--- src/rtl/mips_control_sequencer.sv ---
// mips_control_sequencer: multi-cycle control FSM that latches one instruction
// and steps the MIPS datapath through DECODE/EXEC/MEM/WB with registered controls.
`default_nettype none

module mips_control_sequencer #(
  parameter int COUNT_W = 16
) (
  input  logic               clk,
  input  logic               reset,
  input  logic [31:0]        inst_in,
  input  logic               inst_valid,
  output logic               inst_ready,
  output logic [31:0]        Inst,
  output logic               RegDst,
  output logic               RegWrite,
  output logic               ALUSrc,
  output logic [2:0]         ALUctrl,
  output logic               MemWrite,
  output logic               MemRead,
  output logic               MemToReg,
  output logic               busy,
  output logic               done,
  output logic               illegal,
  output logic [COUNT_W-1:0] instr_count
);

  typedef enum logic [2:0] {
    IDLE   = 3'd0,
    DECODE = 3'd1,
    EXEC   = 3'd2,
    MEM    = 3'd3,
    WB     = 3'd4
  } state_t;

  typedef struct packed {
    logic       reg_dst;
    logic       reg_write;
    logic       alu_src;
    logic [2:0] alu_ctrl;
    logic       mem_write;
    logic       mem_read;
    logic       mem_to_reg;
  } ctrl_t;

  state_t state;
  ctrl_t  ctrl;
  logic   is_lw;
  logic   is_sw;

  logic       d_legal;
  logic       d_reg_dst;
  logic       d_alu_src;
  logic       d_mem_to_reg;
  logic       d_lw;
  logic       d_sw;
  logic [2:0] d_alu;

  // Decode straight from the instruction register; only consumed in DECODE.
  always_comb begin
    d_legal      = 1'b0;
    d_reg_dst    = 1'b0;
    d_alu_src    = 1'b0;
    d_mem_to_reg = 1'b0;
    d_lw         = 1'b0;
    d_sw         = 1'b0;
    d_alu        = 3'b010;
    case (Inst[31:26])
      6'h00: begin
        d_reg_dst = 1'b1;
        d_legal   = 1'b1;
        case (Inst[5:0])
          6'h20:   d_alu = 3'b010;
          6'h22:   d_alu = 3'b110;
          6'h24:   d_alu = 3'b000;
          6'h25:   d_alu = 3'b001;
          6'h2A:   d_alu = 3'b111;
          default: d_legal = 1'b0;
        endcase
      end
      6'h08: begin
        d_alu_src = 1'b1;
        d_legal   = 1'b1;
      end
      6'h23: begin
        d_alu_src    = 1'b1;
        d_mem_to_reg = 1'b1;
        d_lw         = 1'b1;
        d_legal      = 1'b1;
      end
      6'h2B: begin
        d_alu_src = 1'b1;
        d_sw      = 1'b1;
        d_legal   = 1'b1;
      end
      default: d_legal = 1'b0;
    endcase
  end

  always_ff @(posedge clk) begin
    if (reset) begin
      state       <= IDLE;
      Inst        <= '0;
      ctrl        <= '0;
      is_lw       <= 1'b0;
      is_sw       <= 1'b0;
      done        <= 1'b0;
      illegal     <= 1'b0;
      instr_count <= '0;
    end else begin
      done    <= 1'b0;
      illegal <= 1'b0;
      case (state)
        IDLE: begin
          if (inst_valid) begin
            Inst  <= inst_in;
            state <= DECODE;
          end
        end
        DECODE: begin
          if (!d_legal) begin
            state   <= IDLE;
            done    <= 1'b1;
            illegal <= 1'b1;
          end else begin
            ctrl.reg_dst    <= d_reg_dst;
            ctrl.alu_src    <= d_alu_src;
            ctrl.alu_ctrl   <= d_alu;
            ctrl.mem_to_reg <= d_mem_to_reg;
            is_lw           <= d_lw;
            is_sw           <= d_sw;
            state           <= EXEC;
          end
        end
        EXEC: begin
          if (is_lw) begin
            ctrl.mem_read <= 1'b1;
            state         <= MEM;
          end else if (is_sw) begin
            ctrl.mem_write <= 1'b1;
            state          <= MEM;
          end else begin
            ctrl.reg_write <= 1'b1;
            state          <= WB;
          end
        end
        MEM: begin
          if (is_lw) begin
            ctrl.reg_write <= 1'b1;
            state          <= WB;
          end else begin
            ctrl        <= '0;
            done        <= 1'b1;
            instr_count <= instr_count + COUNT_W'(1);
            state       <= IDLE;
          end
        end
        WB: begin
          ctrl        <= '0;
          done        <= 1'b1;
          instr_count <= instr_count + COUNT_W'(1);
          state       <= IDLE;
        end
        default: begin
          ctrl  <= '0;
          state <= IDLE;
        end
      endcase
    end
  end

  assign inst_ready = (state == IDLE);
  assign busy       = ~inst_ready;
  assign RegDst     = ctrl.reg_dst;
  assign RegWrite   = ctrl.reg_write;
  assign ALUSrc     = ctrl.alu_src;
  assign ALUctrl    = ctrl.alu_ctrl;
  assign MemWrite   = ctrl.mem_write;
  assign MemRead    = ctrl.mem_read;
  assign MemToReg   = ctrl.mem_to_reg;

endmodule

`default_nettype wire

--- config.mk ---
export PLATFORM = sky130hd
export DESIGN_NAME = mips_control_sequencer
export DESIGN_NICKNAME = d
export VERILOG_FILES = /design/src/rtl/mips_control_sequencer.sv
export SDC_FILE = /design/constraint.sdc
export NUM_CORES = 1
export LEC_CHECK = 0
export ABC_AREA = 1
export CAP_MARGIN = 5
export CELL_PAD_IN_SITES_DETAIL_PLACEMENT = 1
export CELL_PAD_IN_SITES_GLOBAL_PLACEMENT = 1
export CORE_MARGIN = 4
export CORE_UTILIZATION = 30
export CTS_BUF_LIST = sky130_fd_sc_hd__clkbuf_4 sky130_fd_sc_hd__clkbuf_8
export DETAILED_ROUTE_END_ITERATION = 7
export PLACE_DENSITY = 0.83
export RECOVER_POWER = 100
export REMOVE_ABC_BUFFERS = 1
export SLEW_MARGIN = 20
export SYNTH_ARGS = -nofsm -noshare
export SYNTH_HDL_FRONTEND = slang
export SYNTH_SLANG_ARGS = --single-unit
--- constraint.sdc ---
create_clock -name clk -period 1.4 [get_ports clk]
set_input_delay 0.14 -clock clk [delete_from_list [all_inputs] [get_ports clk]]
set_output_delay 0.14 -clock clk [all_outputs]
set_load 0.05 [all_outputs]
==> metrics.txt <==
worst endpoint data arrival time 1630 ps; final core occ 0.503; Crit Path Max Fanout 5; Slew HR 0.650; layout cells sized above 1 0.324; Post-Route WL 10500 um; worst reg2reg startpoint instr_count[0]$_SDFFE_PP0P_; total global-route track usage 0.184; fraction of the cycle the final worst path needs 0.980; clock tree buffer depth 2; Mapped Cells 387; die area 0.0110 mm2; max-slew violation total from the final report 0; syn avg cell area 7.31 um2; number of diodes 0; CP max stage delay 360 ps; core area 0.00920 mm2; antenna-violating nets left 0; number of buffers added on ports 95; Max-Cap Viols 0; Yosys reg bits 64; Critical Path Start Type flop; clock-pin slew on the worst setup and hold paths 70 ps; critical path class reg2reg; largest net degree at the start of global routing 50; Critical Path RT 1660 ps; DP Wirelength 7580 um; H-tree levels 3; via/cell ratio 4.87; Starting DRT DRC Count 100; Worst Skew 9.95 ps; Warnings, synthesis 0; Setup WS post-layout 28.6 ps; setup violators final 0; min cycle time layout 1370 ps; initial antenna violation count 0; crit path cell chain ha_1 -> inv_1 -> nor2_2 -> buf_4 -> xor2_1 -> nand2_1 -> a21oi_1; final number of hold-violating endpoints 0; GRT overflow 0; NumNets Final 562; RSZ-0062 raised after global routing true; fin area 0.00462 mm2; initial core utilization 0.308; CP endpoint kind flop; Die Y 105 um; Syn Std Cell Area 0.00283 mm2; crit path from instr_count[0]$_SDFFE_PP0P_; CTS tree yes; Area after DPL 0.00432 mm2; TNS Setup 0 ps; vias in the first global route 3347; Place WS -73.4 ps; Hold Crit Start reset; leading area contributor after synthesis dfxtp_1; DR DRC count 0; worst slew pin tran 525 ps; Clock Sinks 64; Power, Total 4710 uW; worst vdd ir 541 uV; Placer Congestion 0.886; share of Yosys cell area claimed by the top area cell type 0.453; io pins 96; TritonCTS Buffers 9; synth top area cells dfxtp_1 45%, nand2_1 12%, a21oi_1 11%; first-pass GRT wire length 16400 um; Leak Pwr 0.00197 uW; setup slack, reg-to-reg 30 ps; Max Freq 729 MHz; Cell Pwr Density 1020 mW/mm2; Hold Path Class in2reg; Seq/Total Area, Yosys 0.453; row cnt 35; worst skew pair latency 330 ps; via count 3129; status finished, final reports clean; Yosys cell types 27; highest-delay cell along the critical path dfxtp_4; die width 105 um; drt first pass iters 4; drt wl/cell 16.3 um; Layout area overhead 63.5%; clock root cell clkbuf_8
## cell families (layout without fill, tap and decap cells)
logic type,after synthesis,after routing,synth area share
buffers and inverters,50,193,0.0801
AOI/OAI and AO/OA,75,75,0.134
and+or+nand+nor,190,191,0.307
DFF,64,64,0.453
adders and majority gates,1,1,0.00442
xor gates and xnor gates,7,7,0.0217
## cells in the mapped netlist, drive strengths merged
cell	instances
xor2	6
inv	32
nor3	6
nand4	7
a21oi	61
a31oi	1
ha	1
clkbuf	7
nand3	44
nor4	1
or2	1
o21ai	12
and2	1
nand2	98
dfxtp	64
a211oi	1
xnor2	1
nor2	32
buf	11
## timing repair
action | 4_1_cts | 5_1_grt
setup endpoints to repair | 18 | 34
hold buffers | 0 | 0
gates cloned | 0 | 1
hold endpoints to repair | 0 | 0
resized for setup | 16 | 37
setup buffers | 3 | 8
pin swaps | 1 | 12
## worst paths after layout
path,endpoint,depth (start not counted)
worst max-delay path,instr_count[4]$_SDFFE_PP0P_,7
worst min-delay path,state[1]$_SDFFE_PP0P_,3
worst max register to register,instr_count[4]$_SDFFE_PP0P_,7
worst min register to register,MemRead$_SDFFE_PP0P_,2
## cell type report
cell class	count	area, um2
clock buffer	14	186
timing repair buffer	145	1430
sequential	64	1300
multi-input combinational	274	1410
fill	1125	4570
tap	111	139
clock inverter	2	35.0
inverter	32	125
## flip-flops by register name, indices dropped and copies added, names as in the netlist, 3 cells and up
register / flops
ALUctrl: 3
Inst: 32
instr_count: 16
state: 3
## per-layer routing
metal  global-route usage  vias to the layer above  share of wire
met2                0.358                       73           0.55
li1                     -                     1548              -
met1                0.190                     1491           0.39
met4               0.0731                        0          0.027
met3               0.0352                       17          0.033
met5                    0                        -              0
## placed cells by master (no fill, tap or decap), drive strengths merged
cell / synthesis / layout
clkinv: 0 / 1
a211oi: 1 / 1
bufinv: 0 / 1
inv: 32 / 32
xor2: 6 / 6
clkbuf: 7 / 50
dfxtp: 64 / 64
o21ai: 12 / 12
and2: 1 / 1
a31oi: 1 / 1
nand3: 44 / 44
ha: 1 / 1
nor2: 32 / 32
nand2: 98 / 99
nor4: 1 / 1
xnor2: 1 / 1
buf: 11 / 73
or2: 1 / 1
a21oi: 61 / 61
nor3: 6 / 6
dlymetal6s2s: 0 / 3
nand4: 7 / 7
clkdlybuf4s50: 0 / 33
## report_power, final
group	leakage (uW)	internal (uW)	switching, uW
Sequential	0.000528	1900	56.0
Clock	0.000116	1040	697
Combinational	0.00133	382	639
Total	0.00197	3320	1390
## per-stage QoR
| step | cells | hold slack [ps] |
|---|---|---|
| 4_1_cts | 633 | 263 |
| 3_3_place_gp | 614 | 449 |
| 5_1_grt | 642 | 285 |
| 6_report | 642 | 264 |
| 2_1_floorplan | 369 | 209 |
| 3_5_place_dp | 614 | 459 |
## worst max-delay path, delay by kind of cell (launching register included)
kind	cells	cell delay, ps
buf+inv	2	270
fa+ha+maj	1	200
xor+xnor	1	150
flops	1	360
compound gates	1	170
simple gates	2	160
No activity file was read; power rests on OpenSTA's default activity.
